**src/rtl/bpu_pkg.sv**
```systemverilog
// Shared types and width/encoding helpers for the branch predictor.
// Entry fields use fixed maximum widths; the top only ever writes zero-extended values.
package bpu_pkg;
  localparam int TAG_W_MAX = 32;
  localparam int CTR_W_MAX = 8;

  typedef struct packed {
    logic                 valid;
    logic [TAG_W_MAX-1:0] tag;
    logic [31:0]          target;
    logic [CTR_W_MAX-1:0] ctr;
  } btb_entry_t;

  function automatic int idx_w(input int entries);
    return $clog2(entries);
  endfunction

  function automatic int tag_w(input int pc_w, input int entries);
    return pc_w - $clog2(entries) - 2;
  endfunction

  function automatic logic [CTR_W_MAX-1:0] ctr_weak_t(input int cnt_w);
    return CTR_W_MAX'(1) << (cnt_w - 1);
  endfunction

  function automatic logic [CTR_W_MAX-1:0] ctr_weak_nt(input int cnt_w);
    return ctr_weak_t(cnt_w) - CTR_W_MAX'(1);
  endfunction

  function automatic logic [CTR_W_MAX-1:0] ctr_max(input int cnt_w);
    return (CTR_W_MAX'(1) << cnt_w) - CTR_W_MAX'(1);
  endfunction
endpackage

```
**src/rtl/branch_predict_unit_sat_counter.sv**
```systemverilog
// Combinational next-state for a W-bit saturating counter; force_max wins over inc/dec.
module sat_counter #(
  parameter int W = 2
) (
  input  logic [W-1:0] cur,
  input  logic         inc,
  input  logic         dec,
  input  logic         force_max,
  output logic [W-1:0] nxt
);
  always_comb begin
    nxt = cur;
    if (force_max)                nxt = '1;
    else if (inc && cur != '1)    nxt = cur + W'(1);
    else if (dec && cur != '0)    nxt = cur - W'(1);
  end
endmodule

```
**src/rtl/branch_predict_unit.sv**
```systemverilog
// Direct-mapped BTB with saturating direction counters, EX-stage training,
// misprediction/redirect generation and saturating performance counters.
module branch_predict_unit
  import bpu_pkg::*;
#(
  parameter int PC_W    = 9,
  parameter int ENTRIES = 16,
  parameter int CNT_W   = 2
) (
  input  logic            clk,
  input  logic            reset,
  input  logic [PC_W-1:0] f_pc,
  output logic            f_hit,
  output logic            f_taken,
  output logic [31:0]     f_target,
  input  logic            e_valid,
  input  logic [PC_W-1:0] e_pc,
  input  logic            e_branch,
  input  logic            e_jump,
  input  logic            e_jalr,
  input  logic            e_taken,
  input  logic [31:0]     e_target,
  input  logic            e_pred_taken,
  input  logic [31:0]     e_pred_target,
  output logic            e_flush,
  output logic [31:0]     e_redirect_pc,
  output logic [31:0]     stat_branches,
  output logic [31:0]     stat_mispredicts
);
  localparam int IDX_W = idx_w(ENTRIES);
  localparam int TAG_W = tag_w(PC_W, ENTRIES);

  btb_entry_t tbl [ENTRIES];

  logic [IDX_W-1:0] f_idx, e_idx;
  logic [TAG_W-1:0] f_tag, e_tag;
  btb_entry_t       f_ent, e_ent;
  logic             e_hit;
  logic [CNT_W-1:0] ctr_nxt;
  logic [31:0]      br_nxt, mp_nxt;
  logic             unused_in;

  // Kind is implied by jump/jalr; byte-offset bits never take part in index/tag.
  assign unused_in = ^{f_pc[1:0], e_pc[1:0], e_branch};

  assign f_idx = f_pc[IDX_W+1:2];
  assign f_tag = f_pc[PC_W-1:IDX_W+2];
  assign e_idx = e_pc[IDX_W+1:2];
  assign e_tag = e_pc[PC_W-1:IDX_W+2];
  assign f_ent = tbl[f_idx];
  assign e_ent = tbl[e_idx];

  assign f_hit    = f_ent.valid && (f_ent.tag == TAG_W_MAX'(f_tag));
  assign f_taken  = f_hit && f_ent.ctr[CNT_W-1];
  assign f_target = f_hit ? f_ent.target : 32'd0;
  assign e_hit    = e_ent.valid && (e_ent.tag == TAG_W_MAX'(e_tag));

  assign e_flush = e_valid && ((e_taken != e_pred_taken) ||
                               (e_taken && (e_target != e_pred_target)));
  assign e_redirect_pc = !e_flush ? 32'd0 :
                         e_taken  ? e_target : (32'(e_pc) + 32'd4);

  sat_counter #(.W(CNT_W)) u_dir_ctr (
    .cur(e_ent.ctr[CNT_W-1:0]), .inc(e_taken), .dec(!e_taken),
    .force_max(e_jump), .nxt(ctr_nxt)
  );
  sat_counter #(.W(32)) u_stat_br (
    .cur(stat_branches), .inc(e_valid), .dec(1'b0), .force_max(1'b0), .nxt(br_nxt)
  );
  sat_counter #(.W(32)) u_stat_mp (
    .cur(stat_mispredicts), .inc(e_flush), .dec(1'b0), .force_max(1'b0), .nxt(mp_nxt)
  );

  always_ff @(posedge clk or negedge reset) begin
    if (!reset) begin
      for (int i = 0; i < ENTRIES; i++) begin
        tbl[i].valid  <= 1'b0;
        tbl[i].tag    <= '0;
        tbl[i].target <= '0;
        tbl[i].ctr    <= ctr_weak_nt(CNT_W);
      end
      stat_branches    <= '0;
      stat_mispredicts <= '0;
    end else begin
      stat_branches    <= br_nxt;
      stat_mispredicts <= mp_nxt;
      if (e_valid) begin
        if (e_jalr) begin
          // Indirect targets are not predictable here; drop any stale entry.
          if (e_hit) tbl[e_idx].valid <= 1'b0;
        end else if (e_hit) begin
          tbl[e_idx].ctr <= CTR_W_MAX'(ctr_nxt);
          if (e_taken) tbl[e_idx].target <= e_target;
        end else if (e_taken) begin
          tbl[e_idx].valid  <= 1'b1;
          tbl[e_idx].tag    <= TAG_W_MAX'(e_tag);
          tbl[e_idx].target <= e_target;
          tbl[e_idx].ctr    <= e_jump ? ctr_max(CNT_W) : ctr_weak_t(CNT_W);
        end
      end
    end
  end
endmodule

```
**config.mk**
```make
export PLATFORM = sky130hd
export DESIGN_NAME = branch_predict_unit
export DESIGN_NICKNAME = d
export VERILOG_FILES = /design/src/rtl/bpu_pkg.sv /design/src/rtl/branch_predict_unit_sat_counter.sv /design/src/rtl/branch_predict_unit.sv
export SDC_FILE = /design/constraint.sdc
export NUM_CORES = 2
export LEC_CHECK = 0
export ABC_AREA = 1
export CELL_PAD_IN_SITES_DETAIL_PLACEMENT = 1
export CELL_PAD_IN_SITES_GLOBAL_PLACEMENT = 2
export CORE_ASPECT_RATIO = 1.25
export CORE_MARGIN = 2
export CORE_UTILIZATION = 35
export DETAILED_ROUTE_END_ITERATION = 6
export PLACE_DENSITY_LB_ADDON = 0.1
export SYNTH_ARGS = -nofsm -noshare
export SYNTH_HDL_FRONTEND = slang
export SYNTH_HIERARCHICAL = 1
export SYNTH_SLANG_ARGS = --single-unit
export TNS_END_PERCENT = 100
```
**constraint.sdc**
```tcl
create_clock -name clk -period 2.84 [get_ports clk]
set_input_delay 0.284 -clock clk [delete_from_list [all_inputs] [get_ports clk]]
set_output_delay 0.284 -clock clk [all_outputs]
set_load 0.005 [all_outputs]
```
======== Word-level counts from Yosys, hierarchy flattened ========
Cells that the tools add are included.
storage, ports and cells
  word-level logic and storage cells ...... 132
  output and inout port bits .............. 131
  register bits after elaboration ......... 1232
  input bits .............................. 90
operators by class
  add/subtract/negate cells ............... 5
  bitwise logic cells ..................... 2
  magnitude comparators ................... 3
  reduce and logical (&&, ||, !) cells .... 15
  muxes and demuxes ....................... 33
  equal/unequal tests ..................... 8
operators with widths
  cell                                                                          number
  1168-bit bitwise mux                                                          7
  1168-bit 2-to-1 mux                                                           5
  73-bit demux with 4-bit select                                                4
  73-bit binary-select mux with 4-bit select                                    2
  73-bit 2-to-1 mux                                                             5
  32-bit 2-to-1 mux                                                             3
  72-bit 2-to-1 mux                                                             1
  32-bit by 1-bit adder with 32-bit output, second input constant               2
  32-bit by 3-bit equality test with 1-bit output                               2
  32-bit != test, second input constant                                         2
  40-bit 2-to-1 mux                                                             1
  32-bit != test                                                                1
  9-bit by 3-bit adder with 10-bit output, second input constant                1
  5-bit >= comparator, second input constant                                    2
  1-bit logical AND                                                             10
  4-bit inverter with 5-bit output                                              2
  8-bit 2-to-1 mux                                                              1
  2-bit 2-to-1 mux                                                              3
  5-bit by 1-bit less-than comparator with 1-bit output, second input constant  1
  2-bit nonzero test                                                            2
  3-bit AND reduction                                                           1
  2-bit by 1-bit adder with 2-bit output, second input constant                 1
  2-bit by 1-bit != test with 1-bit output, second input constant               1
  2-bit != test, second input constant                                          1
  other kinds (5)                                                               5

======== Depth between registers and ports, before layout ========
  depth in word-level cells ............... 14
  gate-level depth with buffers ........... 19

======== Hierarchy ========
The synthesis kept the hierarchy.
modules (own cells, without submodules)
  module                       sequential area each (um^2)  times used  cells an instance  area each (um^2)
  branch_predict_unit          16836.1                      1           4890               36107.1
  sat_counter (u_stat_br ...)  0.0                          2           593                2686.3
  sat_counter (u_dir_ctr)      0.0                          1           20                 103.8

======== Least setup slack after synthesis ========
Ideal clock, no wire load.
  path kind ............................... input to register
  start ................................... in e_pc[2]
  end ..................................... reg tbl[1023] (netlist bit)
  library setup time ...................... 0.133 ns
  slack ................................... 0.278 ns
  cell stages on the path ................. 15
  data arrival time ....................... 2.429 ns
  path buffers ............................ 4
  path through ............................ buf_4 -> buf_2 -> clkbuf_1 -> o21ai_0 -> a21oi_1 -> or4_1 -> inv_1 -> ha_1 -> nand3_1 -> nand2_1 -> inv_1 -> nand2_1 -> nor2_1 -> clkbuf_1 -> o21ai_0
RTL lines
  item         line                       RTL
  from (decl)  branch_predict_unit.sv:17  input logic [PC_W-1:0] e_pc,
  to (decl)    branch_predict_unit.sv:33  btb_entry_t tbl [ENTRIES];

======== Worst setup path after layout ========
  start ................................... reg tbl[437] (netlist bit)
  end ..................................... out f_target[7]
between the ends
  cells in the longest elaborated chain, start to end .. 5
ends and longest elaborated chain
  item                                                   line                       RTL
  73-bit binary-select mux with 4-bit select             branch_predict_unit.sv:50  assign f_ent = tbl[f_idx];
  73-bit 2-to-1 mux (not written as such) (2 in series)  branch_predict_unit.sv:50
  1-bit logical AND                                      branch_predict_unit.sv:53  assign f_hit = f_ent.valid && (f_ent.tag == TAG_W_MAX'(f_tag));
  32-bit 2-to-1 mux                                      branch_predict_unit.sv:55  assign f_target = f_hit ? f_ent.target : 32'd0;
  to (decl)                                              branch_predict_unit.sv:15  output logic [31:0] f_target,
No other way between the ends. The select of a mux whose other input is x is not followed.

==> tab_implementation.tex <==
\begin{tabular}{lr}
\hline
Metric & Value \\
\hline
\multicolumn{2}{l}{\textbf{Global route}} \\
\quad Global-route wire length before repair & 286,000 µm \\
\quad Overall global routing resource usage & 0.304 \\
\quad Number of global-route vias before repair & 45,300 \\
\quad Initial antenna violation count & 1 \\
\quad Final global-route overflow total & 0 \\
\quad Largest net degree at the start of global routing & 88 \\
\multicolumn{2}{l}{\textbf{Route}} \\
\quad Starting DRC count in detailed routing & 2,943 \\
\quad Via density per instance & 5.55 \\
\quad Final routed wirelength across all metal layers & 188,000 µm \\
\quad Vias after detailed routing & 44,100 \\
\quad Number of search-and-repair iterations in the first detailed-routing pass & 5 \\
\quad Per-cell routed wire length & 23.6 µm \\
\quad Count of nets left with antenna violations after detail routing & 0 \\
\quad Post-route DRC & 0 \\
\multicolumn{2}{l}{\textbf{Synth}} \\
\quad Number of instances in the synthesized netlist & 6,096 \\
\quad Distinct cells, synth & 43 \\
\quad Post-synth EDFFs & 0 \\
\quad Main synth FF type & sky130\_fd\_sc\_hd\_\_dfrtp\_1 \\
\quad Count of state elements after synthesis & 672 \\
\quad Warnings, synthesis & 6 \\
\quad Syn avg cell area & 6.82 µm² \\
\quad Register area share after synthesis & 0.405 \\
\quad Async set-or-reset flop fraction in the synthesized netlist & 1.00 \\
\quad Cell Area, Synth & 41,600 µm² \\
\multicolumn{2}{l}{\textbf{Layout}} \\
\quad Combined area of the multi-input logic cells & 21,200 µm² \\
\quad Final Net Count & 6,404 \\
\quad Flip-flop and latch area & 16,800 µm² \\
\quad Finished Core Util & 0.434 \\
\quad Layout fillers & 14,700 \\
\quad Share of final-layout standard cells stronger than drive strength 1 & 0.121 \\
\quad Final cell count without fillers & 7,943 \\
\quad Highest-count cells in the layout ignoring fill and taps & 1,341 x sky130\_fd\_sc\_hd\_\_o21ai\_0, 1,199 x sky130\_fd\_sc\_hd\_\_nand2\_1, 656 x sky130\_fd\_sc\_hd\_\_dfrtp\_1, 594 x sky130\_fd\_sc\_hd\_\_a21oi\_1, 515 x sky130\_fd\_sc\_hd\_\_nor2\_1 \\
\quad Area added between synthesis and finish & 23.3\% \\
\quad Most common cell after layout, fill and taps aside & sky130\_fd\_sc\_hd\_\_o21ai\_0 \\
\multicolumn{2}{l}{\textbf{Timing}} \\
\quad Final Worst Setup Slack & -0.421 ns \\
\quad Worst slew slack as a fraction of its limit & -0.655 \\
\quad Unrepaired setup endpoints after global routing & true \\
\quad Hold Vio Cnt, Final & 0 \\
\quad Tmin final & 3.26 ns \\
\quad Post-route fraction of the period consumed by the critical path & 1.15 \\
\quad Actual transition at the worst max-transition pin & 2.47 ns \\
\quad Setup-failing EPs final & 40 \\
\quad Max Slew Vio Count & 62 \\
\quad Fmax achieved & 307 MHz \\
\quad Layout Skew & 0.0219 ns \\
\multicolumn{2}{l}{\textbf{Power}} \\
\quad Pwr Total & 30.7 mW \\
\quad Total power divided by cell area & 599 nW/µm² \\
\quad Part of the total power dissipated in combinational logic & 0.222 \\
\quad Clock share of power & 0.369 \\
\quad Worst vdd rail ir drop & 418 µV \\
\quad Sw Share & 0.334 \\
\quad Switching power & 10.3 mW \\
\quad Power share of the sequential group & 0.410 \\
\quad Cell-internal power & 20.5 mW \\
\quad Leakage Power & 23.7 nW \\
\multicolumn{2}{l}{\textbf{Clocking}} \\
\quad CTS Buffer Depth & 3 \\
\quad CTS tree & yes \\
\quad CTS clock-pin slew for the worst setup and hold paths & 0.06 ns \\
\quad Cts bufs inserted & 83 \\
\quad Clock sinks & 672 \\
\quad Clock root cell & sky130\_fd\_sc\_hd\_\_clkbuf\_16 \\
\quad Clock latency of the later-clocked register in the worst-skew pair & 0.69 ns \\
\quad CTS H-tree depth & 3 \\
\multicolumn{2}{l}{\textbf{Worst setup path}} \\
\quad Startpoint of the worst-slack reg-to-reg timing path & tbl[699] \\
\quad Critical path startpoint category & flop \\
\quad Crit. End Element & output pin \\
\quad Data arrival at the endpoint of the critical path & 2.98 ns \\
\quad Data required time at the worst endpoint & 2.56 ns \\
\quad Crit Path Class & flop to output pin \\
\quad Depth of the most critical reg-to-reg path & 22 \\
\quad Destination of the worst register-to-register timing path & tbl[698] \\
\quad Highest fanout seen on the critical path & 6 \\
\quad Flop2flop setup slack & 0.18 ns \\
\multicolumn{2}{l}{\textbf{Floorplan}} \\
\quad Die Height & 389 µm \\
\quad Initial core utilization & 0.352 \\
\quad Core region area & 118,000 µm² \\
\quad Die outline area & 122,000 µm² \\
\quad I/O pin total & 221 \\
\quad Core Rows & 141 \\
\quad Die width & 312 µm \\
\multicolumn{2}{l}{\textbf{Hold path}} \\
\quad Cells on Worst Hold Path & 5 \\
\quad Path category of the worst min-delay check & primary input to flop \\
\quad HP Start & e\_pc[5] \\
\quad Endpoint, Worst Hold & tbl[584] \\
\multicolumn{2}{l}{\textbf{Placed design}} \\
\quad Routability congestion estimate from global placement & 0.878 \\
\quad HPWL reported at the end of detailed placement & 119,000 µm \\
\quad Number of cells after detailed placement & 7,738 \\
\quad Worst Setup Slack post-DPL & -0.477 ns \\
\quad Count of port buffers added during placement & 217 \\
\multicolumn{2}{l}{\textbf{Outcome}} \\
\quad Status & complete, but fails checks \\
\quad Violated checks & slew limit, setup timing \\
\multicolumn{2}{l}{\textbf{Job}} \\
\quad Max-capacitance violation count & 0 \\
\hline
\end{tabular}
registers in the layout, indices dropped and copies added (netlist names):
signal and count:
tbl 608, stat_mispredicts 32, stat_branches 32
metrics by stage:
step | hold slack (ns) | setup TNS [ns] | area (µm²)
5_1_grt | 0.189 | -12.71 | 51300
4_1_cts | 0.121 | -9.87 | 50700
3_5_place_dp | 0.308 | -33.29 | 47400
3_3_place_gp | 0.315 | -25.06 | 47400
6_report | 0.157 | -10.81 | 51300
2_1_floorplan | -0.0116 | 0 | 41600
timing repair:
| item | 4_1_cts | 5_1_grt |
|---|---|---|
| resized for setup | 282 | 106 |
| hold buffers | 1 | 0 |
| pin swaps | 8 | 29 |
| endpoints found under the hold margin | 37 | 0 |
| setup buffers | 18 | 29 |
| cloned | 3 | 6 |
| setup endpoints to repair | 67 | 163 |
metal layers:
| metal | track usage | routed length (µm) | up-vias |
|---|---|---|---|
| met1 | 0.401 | 83200 | 22300 |
| met3 | 0.0296 | 7430 | 285 |
| met2 | 0.519 | 91000 | 989 |
| met4 | 0.104 | 6250 | 0 |
| li1 | - | - | 20500 |
| met5 | 0 | 0 | - |
synth_stat cells, drive strengths merged, types with 4 or more instances:
cell type	n	area, µm²
o21ai	1377	6930
nand2	1220	4600
dfrtp	656	16400
a21oi	599	3000
nor2	579	2220
inv	509	1910
clkbuf	374	1410
nand3	321	1660
buf	131	724
xor2	85	744
nor3	75	385
o211ai	52	390
nand4	33	206
a22oi	17	128
dfstp	16	420
ha	13	163
xnor2	9	78.8
o22ai	7	43.8
nor4	4	25.0
o2111ai	4	35.0
final cells by class:
type / instances / share of cell area
multi-input combinational: 4414 / 0.413
sequential: 672 / 0.328
timing repair buffer: 619 / 0.128
clock buffer: 126 / 0.0491
tap: 1573 / 0.0384
inverter: 511 / 0.0380
clock inverter: 27 / 0.00590
antenna: 1 / 0.0000488
worst max path at each step:
stage / start / to / slack (ns) / depth (start not counted)
after floorplan: e_pc[2] / tbl[1023] / 0.28 / 15
final: tbl[437] / f_target[7] / -0.42 / 12
after global routing: tbl[770] / f_target[7] / -0.46 / 15
after detailed placement: f_pc[2] / f_target[24] / -0.48 / 12
after CTS: tbl[405] / f_target[11] / -0.39 / 15
after global placement: f_pc[2] / f_target[24] / -0.43 / 12
worst max-delay path, stage by stage (launching register included):
cell and delay, ns:
sky130_fd_sc_hd__dfrtp_1 0.35, sky130_fd_sc_hd__inv_1 0.07, sky130_fd_sc_hd__a21oi_1 0.13, sky130_fd_sc_hd__o21ai_0 0.10, sky130_fd_sc_hd__o211ai_1 0.14, sky130_fd_sc_hd__a21oi_1 0.10
sky130_fd_sc_hd__a31oi_1 0.44, sky130_fd_sc_hd__nand3_4 0.22, sky130_fd_sc_hd__buf_12 0.22, sky130_fd_sc_hd__buf_4 0.15, sky130_fd_sc_hd__nor2_4 0.11, sky130_fd_sc_hd__buf_6 0.14
sky130_fd_sc_hd__buf_6 0.09
power by group through the flow:
stage	logic [mW]	clock network [mW]	registers, mW
floorplan	4.01	0	12.4
global placement	6.34	0	12.6
detailed placement	6.54	0	12.7
CTS	6.71	11.6	12.6
global route	7.69	11.9	12.8
finish	6.81	11.3	12.6
logic make-up (layout without fill, tap and decap cells):
logic type | count (synthesis) | count (layout) | share of synthesized area
simple gates | 2238 | 2238 | 0.220
flops | 672 | 672 | 0.405
other cells | 1 | 7 | 0.0000902
xor+xnor | 94 | 94 | 0.0198
compound gates | 2060 | 2061 | 0.254
mux | 2 | 2 | 0.000481
fa+ha+maj | 13 | 13 | 0.00391
buf+inv | 1016 | 1283 | 0.0974
Note: power is estimated with default switching activity, not from simulation.
